===== config.mk =====
export PLATFORM = sky130hd
export DESIGN_NAME = counter_arbiter
export DESIGN_NICKNAME = d
export VERILOG_FILES = /design/src/rtl/counter_arbiter.sv
export SDC_FILE = /design/constraint.sdc
export NUM_CORES = 1
export LEC_CHECK = 0
export CAP_MARGIN = 20
export CORE_MARGIN = 1.5
export CORE_UTILIZATION = 50
export DETAILED_ROUTE_END_ITERATION = 12
export PLACE_DENSITY = 0.83
export SYNTH_ARGS = -nofsm -noshare
export SYNTH_HDL_FRONTEND = slang
export SYNTH_SLANG_ARGS = --single-unit

===== constraint.sdc =====
create_clock -name clock -period 5.55 [get_ports clock]
set_input_delay 1.3875 -clock clock [delete_from_list [all_inputs] [get_ports clock]]
set_output_delay 1.3875 -clock clock [all_outputs]
set_load 0.05 [all_outputs]

===== src/rtl/counter_arbiter.sv =====
`default_nettype none
// ============================================================================
// Module      : counter_arbiter
// Description : Round-robin shared up/down counter serving two requesters,
//               with a one-cycle response channel.
// Revision    : 1.0  initial release
// ============================================================================
module counter_arbiter #(
  parameter int WIDTH = 16,
  parameter int STEP  = 1
) (
  input  logic             clock,
  input  logic             reset_,
  input  logic             req_0_valid,
  input  logic [1:0]       req_0_op,
  input  logic [WIDTH-1:0] req_0_data,
  output logic             req_0_ready,
  input  logic             req_1_valid,
  input  logic [1:0]       req_1_op,
  input  logic [WIDTH-1:0] req_1_data,
  output logic             req_1_ready,
  output logic             resp_valid,
  output logic             resp_id,
  output logic [WIDTH-1:0] resp_value,
  output logic [WIDTH-1:0] count
);

  localparam logic [1:0] C_OP_LOAD = 2'b00;
  localparam logic [1:0] C_OP_INC  = 2'b01;
  localparam logic [1:0] C_OP_DEC  = 2'b10;
  localparam logic [1:0] C_OP_READ = 2'b11;

  localparam logic [WIDTH-1:0] C_STEP = WIDTH'(STEP);

  logic             r_last_grant;
  logic             r_resp_valid;
  logic             r_resp_id;
  logic [WIDTH-1:0] r_resp_value;
  logic [WIDTH-1:0] r_count;

  logic             w_grant_0;
  logic             w_grant_1;
  logic             w_accept;
  logic [1:0]       w_op;
  logic [WIDTH-1:0] w_data;
  logic [WIDTH-1:0] w_next;

  // Under contention the requester that did not win last time gets the slot;
  // readies are forced low while reset is held.
  always_comb begin
    w_grant_0 = 1'b0;
    w_grant_1 = 1'b0;
    if (reset_) begin
      w_grant_0 = req_0_valid & (~req_1_valid | r_last_grant);
      w_grant_1 = req_1_valid & (~req_0_valid | ~r_last_grant);
    end
  end

  assign w_accept = w_grant_0 | w_grant_1;
  assign w_op     = w_grant_1 ? req_1_op   : req_0_op;
  assign w_data   = w_grant_1 ? req_1_data : req_0_data;

  always_comb begin
    w_next = r_count;
    case (w_op)
      C_OP_LOAD: w_next = w_data;
      C_OP_INC:  w_next = r_count + C_STEP;
      C_OP_DEC:  w_next = r_count - C_STEP;
      C_OP_READ: w_next = r_count;
      default:   w_next = r_count;
    endcase
  end

  always_ff @(posedge clock or negedge reset_) begin
    if (!reset_) begin
      r_last_grant <= 1'b1;
      r_resp_valid <= 1'b0;
      r_resp_id    <= 1'b0;
      r_resp_value <= '0;
      r_count      <= '0;
    end else begin
      r_resp_valid <= w_accept;
      if (w_accept) begin
        r_count      <= w_next;
        r_resp_value <= w_next;
        r_resp_id    <= w_grant_1;
        r_last_grant <= w_grant_1;
      end
    end
  end

  assign req_0_ready = w_grant_0;
  assign req_1_ready = w_grant_1;
  assign resp_valid  = r_resp_valid;
  assign resp_id     = r_resp_id;
  assign resp_value  = r_resp_value;
  assign count       = r_count;

endmodule
`default_nettype wire


==> flow_metrics.env, run 1 <==
export IMPL_avgViaCountPerCell=6.38
export IMPL_diodes=0
export IMPL_reg2reg_to="count[11]"
export IMPL_met3WireLength_um=548
export IMPL_root_buffer="clkbuf_8"
export IMPL_holdPathEnd="r_last_grant"
export IMPL_synth_main_ff_cell="dfrtp_1"
export IMPL_fin_nets=404
export IMPL_wl_mm=7.51
export IMPL_r2r_worst_path_cells=11
export IMPL_path_class="in -> reg"
export IMPL_critPathLaunchType="input port"
export IMPL_yosys_warnings=0
export IMPL_synth_area_um2=2400
export IMPL_io_pins=76
export IMPL_finalCritPeriodShare=0.827
export IMPL_synthToLayoutAreaGrowth_pct=27.6
export IMPL_io_buffers=75
export IMPL_cts_resized=0
export IMPL_grt_pass1_wl_mm=11.9
export IMPL_hp_class="reg -> reg"
export IMPL_worstHoldStart="r_last_grant"
export IMPL_rsz0062_at_grt="false"
export IMPL_crit_fanout=19
export IMPL_finClkSkew_ns=0.00762
export IMPL_mostFrequentLayoutCell="clkdlybuf4s50_1"
export IMPL_crit_required_ns=5.74
export IMPL_synth_nets=364
export IMPL_end_kind="flip-flop"
export IMPL_clkTransAtPathRegs_ns=0.08
export IMPL_hold_buffers=0
export IMPL_cap_violations=0
export IMPL_avgSynthCellArea_um2=7.49
export IMPL_finalMaxSlewViolations=0
export IMPL_dr_wl_met2_mm=3.62
export IMPL_antenna_found_initial=0
export IMPL_finalCriticalPeriod_ns=4.59
export IMPL_final_cell_mix="clkdlybuf4s50_1 (74), nand2_1 (24), a21oi_1 (21), o21ai_0 (21), dfrtp_1 (18)"
export IMPL_finalHoldViolations=0
export IMPL_synth_distinct_cells=65
export IMPL_postRouteAntennaNets=0
export IMPL_fin_tns_setup_ns=0
export IMPL_die_area_um2=5220
export IMPL_yosysSeqAreaShare=0.199
export IMPL_fillers=400
export IMPL_grt_overflow=0
export IMPL_post_cts_repair_setup_buffers=0
export IMPL_dr_total_vias=2634
export IMPL_wl_met1_mm=3.23
export IMPL_die_w_um=72.2
export IMPL_coreArea_um2=4660
export IMPL_die_h_um=72.2
export IMPL_peakVddDrop_mv=0.297
export IMPL_r2r_start="r_last_grant"
export IMPL_fin_util=0.656
export IMPL_max_freq_ghz=0.218
export IMPL_synth_edf_count=0
export IMPL_power_density_nw_per_um2=513
export IMPL_p_leak_nw=1.22
export IMPL_dpl_hpwl_mm=5.44
export IMPL_async_flop_share=1.00
export IMPL_syn_inst=320
export IMPL_numClockSinks=19
export IMPL_drc=0
export IMPL_ys_ff_latch=19
export IMPL_clk_insertion_delay_late_ns=0.26
export IMPL_layout_drive_gt1_share=0.0864
export IMPL_regToRegSetupSlack_ns=2.16
export IMPL_dr_max_layer_used="met4"
export IMPL_cts_tree="done"
export IMPL_cts_max_level=1
export IMPL_start_util=0.514
export IMPL_routedWlPerCell_um=18.2
export IMPL_grt_pass1_vias=2430
export IMPL_gp_congestion=0.998
export IMPL_max_slew_margin_rel=0.580
export IMPL_setup_viol=0
export IMPL_first_pass_iters=5
export IMPL_fp_row_count=25
export IMPL_grt_max_degree=28
export IMPL_min_path_cells=2
export IMPL_outcome="finished, final reports clean"
export IMPL_grtUsageTotal=0.289
export IMPL_cts_buffer_depth=2
export IMPL_arrival_ns=4.78
export IMPL_cts_buffers=3
export IMPL_first_iter_violations=224
export IMPL_worstMarginPinSlew_ns=0.625
layout make-up:
| type | count | area (um^2) | share of cell area |
|---|---|---|---|
| multi-input combinational | 242 | 1610 | 0.526 |
| timing repair buffer | 82 | 813 | 0.266 |
| sequential | 19 | 477 | 0.156 |
| tap | 54 | 67.6 | 0.0221 |
| inverter | 12 | 45.0 | 0.0147 |
| clock buffer | 3 | 41.3 | 0.0135 |
| clock inverter | 1 | 5.00 | 0.00164 |
layer usage:
layer  vias up  GRT usage
li1       1259          -
met3         8     0.0389
met5         -          0
met1      1249      0.378
met4         0     0.0713
met2       118      0.502
report_power, final:
part / switching (W) / internal (W)
combinational: 0.000681 / 0.000394
sequential: 0.000196 / 0.000193
clock: 0.0000549 / 0.0000501
total: 0.000932 / 0.000637
how the worst max path moves through the flow:
stage,depth (start not counted),to,from
after CTS,11,count[11],reset_
after floorplan,19,count[8],req_0_valid
final,13,count[11],reset_
after global routing,11,count[14],reset_
after detailed placement,13,count[15],reset_
after global placement,13,count[14],reset_
critical path, stage by stage:
cell             delay (ns)
clkdlybuf4s50_1        0.61
nand3_1                0.33
inv_1                  0.23
nand2_1                0.08
nand2_1                0.10
ha_1                   0.25
buf_4                  0.26
and4b_1                0.25
a2bb2oi_2              0.33
a211oi_1               0.17
or3_1                  0.40
a211o_1                0.30
nand3_1                0.08
synthesized netlist by cell type (5+ instances only):
library cell  number  area share
nor2_1            15       0.023
o211ai_1           6       0.019
nand2_1           24       0.038
clkbuf_1          20       0.031
nand3_1           14       0.029
nor3_1            13       0.027
mux2_2             5       0.023
buf_4             19       0.060
o22ai_1            8       0.021
a31oi_1            5       0.013
dfrtp_1           18        0.19
o21ai_0           21       0.044
mux2i_1           17       0.071
nor4_1            10       0.026
a211o_1            5       0.018
xnor2_1            6       0.022
buf_2              5       0.010
a21oi_1           21       0.044
inv_1             11       0.017
cell families after synthesis:
logic type / after synthesis / synth area share
fa+ha+maj: 4 / 0.0209
buf+inv: 59 / 0.129
compound gates: 99 / 0.277
xor+xnor: 8 / 0.0292
simple gates: 109 / 0.251
flops: 19 / 0.199
mux: 22 / 0.0945
flip-flops by register name, summed over array words and instances, names as in the netlist:
name,count
r_last_grant,1
count,16
resp_id,1
resp_valid,1
through the flow:
stage | hold slack (ns) | worst slack, ns | power [W] | std cells | cell area, um^2
final | 0.562 | 0.961 | 0.00157 | 413 | 3060
after global routing | 0.579 | 0.752 | 0.00165 | 413 | 3060
after CTS | 0.568 | 1.04 | 0.00156 | 413 | 3060
after detailed placement | 0.556 | 0.782 | 0.00145 | 409 | 3010
after global placement | 0.531 | 0.818 | 0.00145 | 409 | 3010
after floorplan | 0.511 | 0.639 | 0.00119 | 320 | 2400
No activity file was read; power rests on OpenSTA's default activity.
==> run 2: changes to the inputs <==
CORE_UTILIZATION = 48   (was 50)
PLACE_DENSITY = 0.8   (was 0.83)
clock period = 4.8 ns   (was 5.55 ns; I/O delays follow)
==> run 2 against run 1 <==
Against the previous run:
- first-iteration DRC count increased by 21%
- largest cell class unchanged
- register-to-register slack got worse by 0.69 ns
- combinational power increased by 16%
- critical path depth decreased by 1
- largest power group unchanged
- die area increased by 4.0%
- sequential cell count unchanged
- final cell count increased by 3.4%
==> flow_metrics.env, run 2 (synthesis results as in run 1) <==
export IMPL_outcome="finished, final reports clean"
export IMPL_power_density_nw_per_um2=587
export IMPL_synthToLayoutAreaGrowth_pct=29.0
export IMPL_clkTransAtPathRegs_ns=0.08
export IMPL_fin_nets=405
export IMPL_post_dp_cell_area_um2=3050
export IMPL_mostFrequentLayoutCell="clkdlybuf4s50_1"
export IMPL_cts_max_level=1
export IMPL_cts_buffers=3
export IMPL_fin_area_um2=3090
export IMPL_die_h_um=73.7
export IMPL_finalHoldViolations=0
export IMPL_post_cts_repair_setup_buffers=0
export IMPL_fin_util=0.650
export IMPL_max_freq_ghz=0.236
export IMPL_layout_drive_gt1_share=0.0889
export IMPL_crit_required_ns=4.96
export IMPL_fp_row_count=25
export IMPL_gp_congestion=0.977
export IMPL_p_leak_nw=1.23
export IMPL_rsz0062_at_grt="false"
export IMPL_finalCritPeriodShare=0.882
export IMPL_peakVddDrop_mv=0.262
export IMPL_postRouteAntennaNets=0
export IMPL_hold_buffers=0
export IMPL_io_buffers=75
export IMPL_numClockSinks=19
export IMPL_antenna_found_initial=0
export IMPL_wl_mm=7.33
export IMPL_hp_class="reg -> reg"
export IMPL_largest_reg_flops=16
export IMPL_dr_total_vias=2633
export IMPL_die_area_um2=5430
export IMPL_cts_resized=0
export IMPL_die_w_um=73.7
export IMPL_crit_fanout=37
export IMPL_cts_buffer_depth=2
export IMPL_arrival_ns=4.40
export IMPL_critPathLaunchType="input port"
export IMPL_grtUsageTotal=0.289
export IMPL_max_slew_margin_rel=0.531
export IMPL_final_cell_mix="clkdlybuf4s50_1 (73), nand2_1 (24), a21oi_1 (21), o21ai_0 (21), dfrtp_1 (18)"
export IMPL_setup_viol=0
export IMPL_path_class="in -> reg"
export IMPL_dpl_hpwl_mm=5.32
export IMPL_grt_pass1_wl_mm=12.2
export IMPL_clk_insertion_delay_late_ns=0.27
export IMPL_finalCriticalPeriod_ns=4.24
export IMPL_first_iter_violations=270
export IMPL_hold_ws_ns=0.548
export IMPL_finClkSkew_ns=0.00561
export IMPL_root_buffer="clkbuf_8"
export IMPL_cts_tree="done"
export IMPL_first_pass_iters=4
export IMPL_cap_violations=0
export IMPL_diodes=0
export IMPL_finalMaxSlewViolations=0
export IMPL_fin_tns_setup_ns=0
export IMPL_worstMarginPinSlew_ns=0.696
export IMPL_drc=0
export IMPL_grt_pass1_vias=2445
export IMPL_grt_overflow=0
export IMPL_avgViaCountPerCell=6.17
export IMPL_io_pins=76
export IMPL_coreArea_um2=4750
export IMPL_end_kind="flip-flop"
export IMPL_routedWlPerCell_um=17.2
export IMPL_grt_max_degree=38
export IMPL_start_util=0.504
-- run 2: cell count changes in the layout (fill, tap and decap cells not counted), sizes merged --
| cell | delta |
|---|---|
| buf | +2 |
| clkbuf | +1 |
| clkdlybuf4s50 | -1 |
| clkinv | -1 |
-- run 2: stage by stage --
step	power [W]	cells	worst slack, ns
floorplan	0.00138	320	0.0762
global placement	0.00168	423	0.406
detailed placement	0.00168	423	0.293
CTS	0.00181	427	0.568
global route	0.00192	427	0.274
finish	0.00181	427	0.565
-- run 2: per-layer routing --
metal  vias up  track usage  share of wire  wire [um]
li1       1259            -              -          -
met1      1254        0.386           0.43       3170
met2       110        0.468           0.49       3580
met3        10       0.0398          0.062        452
met4         0        0.113          0.017        125
met5         -            0              0          0
-- run 2: worst paths after layout --
check / slack (ns) / to / startpoint / cells after the start
min reg2reg: 0.55 / r_last_grant / r_last_grant / 2
max reg2reg: 1.47 / count[15] / r_last_grant / 11
min: 0.55 / r_last_grant / r_last_grant / 2
max in group asynchronous: 3.13 / r_last_grant / reset_ / 2
max: 0.56 / count[15] / req_0_valid / 12
min in group asynchronous: 1.37 / count[14] / reset_ / 2
-- run 2: power breakdown --
group	internal [W]	switching (W)
sequential	0.000223	0.000228
combinational	0.000459	0.000783
clock	0.0000593	0.0000623
-- run 2: worst max-delay path: stages --
cell and delay [ns]:
clkdlybuf4s50_1 0.52, nand2_1 0.07, nand3_1 0.17, mux2i_1 0.34, ha_1 0.24, buf_4 0.34
inv_2 0.22, o32a_1 0.44, a211o_1 0.26, or3_4 0.34, a21oi_1 0.19, nor3b_2 0.06
-- run 2: area by class of cell --
class                      count  area (um^2)
tap                           67         83.8
sequential                    19          477
inverter                      12         45.0
multi-input combinational    242         1610
clock buffer                   4         45.0
fill                         450         1660
timing repair buffer          83          831
==> run 3: changes to the inputs <==
MAX_ROUTING_LAYER = met4   (was unset)
RECOVER_POWER = 50   (was unset)
==> run 3 against run 2 <==
Against the previous run:
- utilization increased by 0.13 points
- critical path type unchanged
- largest cell class unchanged
- clock-buffer cell count decreased by 1
- clock power increased by 5%
- sequential cell count unchanged
- critical endpoint is now count[12]
- largest power group unchanged
==> flow_metrics.env, run 3 (synthesis results as in run 1) <==
export IMPL_outcome="finished, final reports clean"
export IMPL_crit_required_ns=4.94
export IMPL_first_pass_iters=5
export IMPL_die_h_um=73.7
export IMPL_root_buffer="clkbuf_8"
export IMPL_critPathLaunchType="input port"
export IMPL_cp_cell_sequence="dlygate4sd3_1 > nand3_1 > mux2i_1 > ha_1 > buf_4 > nand4b_1 > nand4_1 > nand3_1 > nor3b_1 > mux2i_1 > o211ai_1"
export IMPL_cap_violations=0
export IMPL_end_kind="flip-flop"
export IMPL_coreArea_um2=4750
export IMPL_io_pins=76
export IMPL_arrival_ns=4.41
export IMPL_hp_class="reg -> reg"
export IMPL_path_class="in -> reg"
export IMPL_power_density_nw_per_um2=587
export IMPL_grt_max_degree=32
export IMPL_grtUsageTotal=0.307
export IMPL_fin_tns_setup_ns=0
export IMPL_mostFrequentLayoutCell="clkdlybuf4s50_1"
export IMPL_cts_tree="done"
export IMPL_slowest_stage="dlygate4sd3_1"
export IMPL_start_util=0.504
export IMPL_dpl_hpwl_mm=5.60
export IMPL_peakVddDrop_mv=0.278
export IMPL_dp_cells=425
export IMPL_die_w_um=73.7
export IMPL_routedWlPerCell_um=18.3
export IMPL_cp_top_family="simple AND/OR/NAND/NOR gates"
export IMPL_largest_reg_flops=16
export IMPL_max_slew_margin_rel=0.449
export IMPL_clkTransAtPathRegs_ns=0.09
export IMPL_dr_total_vias=2685
export IMPL_die_area_um2=5430
export IMPL_cts_buffers=3
export IMPL_fin_nets=407
export IMPL_setup_viol=0
export IMPL_fin_util=0.652
export IMPL_io_buffers=75
export IMPL_fillers=434
export IMPL_numClockSinks=19
export IMPL_worstMarginPinSlew_ns=0.819
export IMPL_layout_drive_gt1_share=0.0967
export IMPL_setup_ws_ns=0.531
export IMPL_finalCriticalPeriod_ns=4.27
export IMPL_drc=0
export IMPL_critical_path_max_stage_delay_ns=0.59
export IMPL_clk_insertion_delay_late_ns=0.27
export IMPL_final_cell_mix="clkdlybuf4s50_1 (57), nand2_1 (24), o21ai_0 (22)"
export IMPL_fp_row_count=25
export IMPL_rsz0062_at_grt="false"
export IMPL_gp_congestion=0.987
export IMPL_finalHoldViolations=0
export IMPL_hold_ws_ns=0.541
export IMPL_finalCritPeriodShare=0.889
export IMPL_diodes=0
export IMPL_avgViaCountPerCell=6.26
export IMPL_crit_fanout=31
export IMPL_fin_cells=429
export IMPL_cts_buffer_depth=2
export IMPL_grt_overflow=0
export IMPL_wl_mm=7.84
export IMPL_finalMaxSlewViolations=0
export IMPL_post_cts_repair_setup_buffers=0
export IMPL_path_buf_inv=2
export IMPL_finClkSkew_ns=0.00431
export IMPL_cts_max_level=1
export IMPL_synthToLayoutAreaGrowth_pct=29.2
export IMPL_pre_cts_ws_ns=0.302
export IMPL_hold_buffers=0
export IMPL_postRouteAntennaNets=0
export IMPL_first_iter_violations=222
export IMPL_antenna_found_initial=0
export IMPL_cts_resized=0
export IMPL_grt_pass1_vias=2424
export IMPL_grt_pass1_wl_mm=12.4
export IMPL_max_freq_ghz=0.234
export IMPL_p_leak_nw=1.24
==> run 3: cell count changes in the layout (fill, tap and decap cells not counted) <==
| cell | change |
|---|---|
| buf_12 | -1 |
| buf_4 | +3 |
| clkbuf_1 | -1 |
| clkdlybuf4s50_1 | -16 |
| clkinvlp_4 | +1 |
| dlygate4sd3_1 | +16 |
| o21ai_0 | +1 |
| o21ai_1 | -1 |
==> run 3: tightest hold or removal path, delay by kind of cell (launching register included) <==
kind | cells | cell delay [ns]
flip-flops | 1 | 0.38
AO/OA/AOI/OAI | 1 | 0.07
buffers and inverters | 1 | 0.05
==> run 3: path summary, 6_finish.rpt <==
check	slack [ns]	end	cells past startpoint	startpoint
worst max-delay path	0.53	count[12]	11	reset_
max in group asynchronous	3.04	r_last_grant	2	reset_
min in group asynchronous	1.46	count[6]	2	reset_
worst min register to register	0.54	resp_id	2	resp_id
worst max register to register	1.44	count[12]	11	r_last_grant
worst min-delay path	0.54	resp_id	2	resp_id
==> run 3: cell type report <==
| class | instances | area, um^2 | share of cell area |
|---|---|---|---|
| clock buffers | 3 | 41.3 | 0.0133 |
| clock inverters | 1 | 7.51 | 0.00242 |
| inverters | 12 | 45.0 | 0.0145 |
| multi-input cells | 242 | 1610 | 0.520 |
| flip-flops and latches | 19 | 477 | 0.154 |
| well taps | 67 | 83.8 | 0.0271 |
| repair buffers | 85 | 833 | 0.269 |
==> run 3: layer usage <==
| layer | global-route usage | part of all wire | vias up |
|---|---|---|---|
| met5 | - | 0 | - |
| met4 | 0.0988 | 0.022 | 0 |
| met3 | 0.0274 | 0.063 | 14 |
| li1 | - | - | 1263 |
| met1 | 0.411 | 0.44 | 1275 |
| met2 | 0.488 | 0.47 | 133 |
==> run 3: power breakdown <==
group	internal, W	switching (W)
Clock	0.0000588	0.0000689
Sequential	0.000223	0.000235
Combinational	0.000440	0.000792
Total	0.000722	0.00110
==> run 3: per-stage QoR <==
stage	power [W]	cell area (um^2)
after global placement	0.00169	3050
after CTS	0.00182	3100
after floorplan	0.00138	2400
after detailed placement	0.00170	3050
final	0.00182	3100
after global routing	0.00191	3100
==> RTL change 1 (config.mk and constraints of run 2) <==
Change the parameter `WIDTH` from 16 to 20.
--- a/src/rtl/counter_arbiter.sv
+++ b/src/rtl/counter_arbiter.sv
@@ -7,5 +7,5 @@
 // ============================================================================
 module counter_arbiter #(
-  parameter int WIDTH = 16,
+  parameter int WIDTH = 20,
   parameter int STEP  = 1
 ) (
Ports: changed (resized count, req_0_data, req_1_data and resp_value); port bits go from 76 to 92. No check against the original RTL was run, so the function may have changed too.
==> RTL change 1 against run 2 <==
- critical endpoint is now count[8]
- clock power rose by 15%
- core utilization fell by 2.1 points
- via count rose by 34%
- wire length rose by 44%
- sequential cell count rose by 4
- power rose by 26%
- global-route usage rose by 1.4 points
- synthesized area rose by 29%
- clock skew rose by 2.5 ps
- combinational power rose by 27%
- largest cell class unchanged
- sequential share of layout area fell by 0.83 points
- register-to-register slack got worse by 170 ps
- worst setup slack got worse by 220 ps
- design area rose by 28%
==> RTL change 1: results (changes against run 2) <==
----------------------------------------------------
[Placement]
  Detailed Place HPWL ... 7480 µm (+41%)
  Placed Cells incl. Taps ... 544 (+29%)
  Number of buffers added on ports ... 91 (+21%)
  Final weighted congestion in routability-driven placement ... 0.916 (-6.3%)
  DP Worst Slack ... 115 ps (-177 ps)

[GRT]
  Largest net degree at the start of global routing ... 66 (+74%)
  Total GRT Usage ... 30.3% (+1.4 points)
  M3 GR Usage ... 3.08% (-0.90 points)
  Fraction of met1 tracks used by global routing ... 42.1% (+3.5 points)
  Global-route wire length before repair ... 17100 µm (+40%)
  Number of global-route vias before repair ... 3272 (+34%)
  Met2 routing resource usage after global routing ... 48.1% (+1.3 points)

[Clock network]
  Post-CTS clock slew at the launch and capture registers of the worst setup and hold paths ... 100 ps (+20 ps)

[Final layout]
  Largest register FFs ... 20 (+4)
  Nets ... 524 (+29%)
  Non-filler cells, final ... 548 (+28%)
  Fraction of layout instances using a drive strength above 1 ... 7.86% (-1.0 points)

[Logic synthesis]
  Syn Area/Cell ... 7.27 µm² (-3.0%)
  Count of unique library cells instantiated by Yosys ... 69 (+6.2%)
  Top cells by count, synth ... 36 x a21oi_1, 32 x nand2_1, 29 x clkbuf_1, 29 x nor2_1, 25 x o21ai_0
  Seq/Total Area, Yosys ... 18.7% (-1.2 points)
  Syn nets ... 476 (+31%)
  Biggest area contributors in the synthesized netlist ... dfrtp_1 18%, mux2i_1 7.1%, a21oi_1 5.8%

[Power]
  Standby leakage power ... 1.53 nW (+25%)
  Max VDD drop ... 0.407 mV (+56%)
  Internal cell power ... 0.898 mW (+21%)

[Outcome]
  Result of the run ... complete, no violations

[STA]
  Worst hold margin ... 550 ps (+2.37 ps)
  Timing-limited maximum frequency ... 224 MHz (-4.9%)
  Worst Skew ... 8.09 ps (+2.48 ps)

[Route]
  Vias per cell ... 6.43 (+4.3%)
  Number of detailed-routing iterations run before antenna repair ... 5 (+1)
  Average wire per cell in the routed design ... 19.2 µm (+12%)
  Number of design-rule violations left by the first detailed-router iteration ... 316 (+17%)

[Setup path]
  Internal reg-to-reg setup slack ... 1300 ps (-170 ps)
  Largest fanout of any net on the critical path ... 9 (-76%)
  Beginning of the critical path ... reset_

----------------------------------------------------
-- RTL change 1: cell types whose count changed in the layout (fill, tap and decap cells not counted), moves of 6 or more --
cell                    run 2  this run
clkdlybuf4s50_1            73        89
a21oi_1                    21        36
nor2_1                     15        29
nor3_1                     13        22
nand2_1                    24        32
nand3_1                    14         6
buf_4                       8        14
-- RTL change 1: cell type report --
type | instances | area (µm²)
inverters | 14 | 56.3
repair buffers | 106 | 1060
fillers | 581 | 2320
flip-flops and latches | 23 | 577
clock buffers | 4 | 45.0
well taps | 77 | 96.3
multi-input cells | 324 | 2120
-- RTL change 1: final timing paths --
kind | endpoint | cells past startpoint
min | r_last_grant | 2
max reg2reg | count[8] | 12
max in group asynchronous | r_last_grant | 2
min reg2reg | r_last_grant | 2
max | count[8] | 12
min in group asynchronous | count[9] | 2
-- RTL change 1: cell families (layout without fill, tap and decap cells) --
| group | after synthesis | in the layout | share of synthesized area [%] |
|---|---|---|---|
| and+or+nand+nor | 151 | 151 | 25.9 |
| AOI/OAI and AO/OA | 137 | 137 | 30.7 |
| buffers and inverters | 77 | 124 | 12.7 |
| muxes | 27 | 27 | 8.97 |
| DFF | 23 | 23 | 18.7 |
| xor gates and xnor gates | 5 | 5 | 1.42 |
| adders and majority gates | 4 | 4 | 1.62 |
-- RTL change 1: routing by layer --
layer / up-vias / wire length (µm)
li1: 1673 / -
met1: 1680 / 4690
met2: 156 / 4910
met3: 17 / 669
met4: 0 / 247
met5: - / 0
-- RTL change 1: power groups by stage --
stage | Combinational (mW) | Clock (mW) | Sequential, mW
2_1_floorplan | 1.07 | 0 | 0.647
3_3_place_gp | 1.55 | 0 | 0.568
3_5_place_dp | 1.56 | 0 | 0.572
4_1_cts | 1.56 | 0.146 | 0.567
5_1_grt | 1.65 | 0.150 | 0.606
6_report | 1.57 | 0.140 | 0.583
-- RTL change 1: critical path: stages --
cell,delay [ps]
clkdlybuf4s50_1,630
nand3_2,200
mux2i_1,300
ha_2,280
xor2_1,150
ha_1,240
nand4bb_1,160
a41oi_2,320
a221o_1,410
o21ai_0,180
or3_1,330
o311ai_1,220
-- RTL change 1: metrics by stage --
| step | power, mW | area (µm²) |
|---|---|---|
| 2_1_floorplan | 1.71 | 3100 |
| 3_3_place_gp | 2.12 | 3910 |
| 3_5_place_dp | 2.13 | 3910 |
| 4_1_cts | 2.28 | 3950 |
| 5_1_grt | 2.41 | 3950 |
| 6_report | 2.29 | 3950 |
==> RTL change 2 (config.mk and constraints of run 2) <==
Made on the original files. Register the output `count` once more; this adds one clock of latency there. The other outputs are not delayed to match.
--- a/src/rtl/counter_arbiter.sv
+++ b/src/rtl/counter_arbiter.sv
@@ -95,5 +95,7 @@
   assign resp_id     = r_resp_id;
   assign resp_value  = r_resp_value;
-  assign count       = r_count;
+  always_ff @(posedge clock) begin
+    count <= r_count;
+  end
 
 endmodule
Check against the original RTL: not equivalent (a bounded check fails within 4 cycles, from zero or initial values and one cycle with reset_ low).
==> RTL change 2 against run 2 <==
- clock power grew 98%
- sequential cell count grew 16
- worst setup slack gained 20 ps
- global-route usage shrank 2.1 points
- synthesized area grew 8.4%
- first-iteration DRC count shrank 30%
- power grew 19%
- register-to-register slack gained 20 ps
- core utilization grew 1.8 points
- sequential share of layout area grew 7.6 points
- wire length grew 7.7%
- design area grew 12%
- critical endpoint is now r_count[15]
- largest power group unchanged
==> RTL change 2: results (changes against run 2) <==
----------------------------------------------------
[Logic synthesis]
  Count of unique library cells instantiated by Yosys ... 66 (+1.5%)
  Seq/Total Area, Yosys ... 30.7% (+11 points)
  Top cells by count, synth ... 24 x nand2_1, 21 x a21oi_1, 21 x o21ai_0
  Post-synthesis register bit count ... 35 (+16)

[Clock network]
  Number of clock buffers inserted by TritonCTS ... 5 (+2)
  CTS H-tree lvls ... 2 (+1)
  Clock latency at the later pin of the worst-skew pair ... 290 ps (+20 ps)

[Power]
  Clock network power ... 0.241 mW (+98%)
  Max VDD drop ... 0.410 mV (+57%)
  Total net switching power ... 1.14 mW (+6.3%)

[Final layout]
  Post-layout instance area ... 3460 µm² (+12%)
  Share of the final layout cell area in multi-input gates ... 46.6% (-5.5 points)
  Register cell area after layout ... 797 µm² (+67%)
  Fraction of layout instances using a drive strength above 1 ... 9.47% (+0.58 points)
  Clock network contribution to total cell area ... 2.89% (+1.4 points)
  Fraction of cell area in non-clock buffers ... 23.7% (-3.2 points)

[Placement]
  Post-placement cell area ... 3360 µm² (+10%)
  DP Worst Slack ... 306 ps (+13.1 ps)
  Detailed Place HPWL ... 5650 µm (+6.2%)

[Route]
  Wire length on met2 ... 3950 µm (+10%)
  Total wirelength of the detailed-routed design ... 7890 µm (+7.7%)

[GRT]
  M3 GR Usage ... 4.43% (+0.45 points)
  Total GRT Usage ... 26.8% (-2.1 points)

[STA]
  Worst Skew ... 4.52 ps (-1.09 ps)
  Tightest Pin Transition ... 655 ps (-40.9 ps)

[Setup path]
  Delay of the slowest cell on the worst path ... 540 ps (+20 ps)
  Arrival time at the worst endpoint ... 4390 ps (about the same)

[Outcome]
  Result of the run ... complete, no violations

----------------------------------------------------
==> RTL change 2: cell families (layout without fill, tap and decap cells) <==
| family | after synthesis | after routing | synth area share [%] |
|---|---|---|---|
| and+or+nand+nor | 109 | 109 | 23.1 |
| buffers and inverters | 43 | 103 | 7.32 |
| muxes | 22 | 22 | 8.72 |
| xor gates and xnor gates | 8 | 8 | 2.70 |
| DFF | 35 | 35 | 30.7 |
| AOI/OAI and AO/OA | 99 | 99 | 25.5 |
| adders and majority gates | 4 | 4 | 1.93 |
==> RTL change 2: worst paths after layout <==
path,from,to,slack (ps),cells past startpoint
min,r_count[15],count[15],480,0
min in group asynchronous,reset_,r_count[1],1400,2
min reg2reg,r_count[15],count[15],480,0
max in group asynchronous,reset_,r_last_grant,3110,2
max,req_0_valid,r_count[15],580,12
max reg2reg,r_last_grant,r_count[15],1490,11
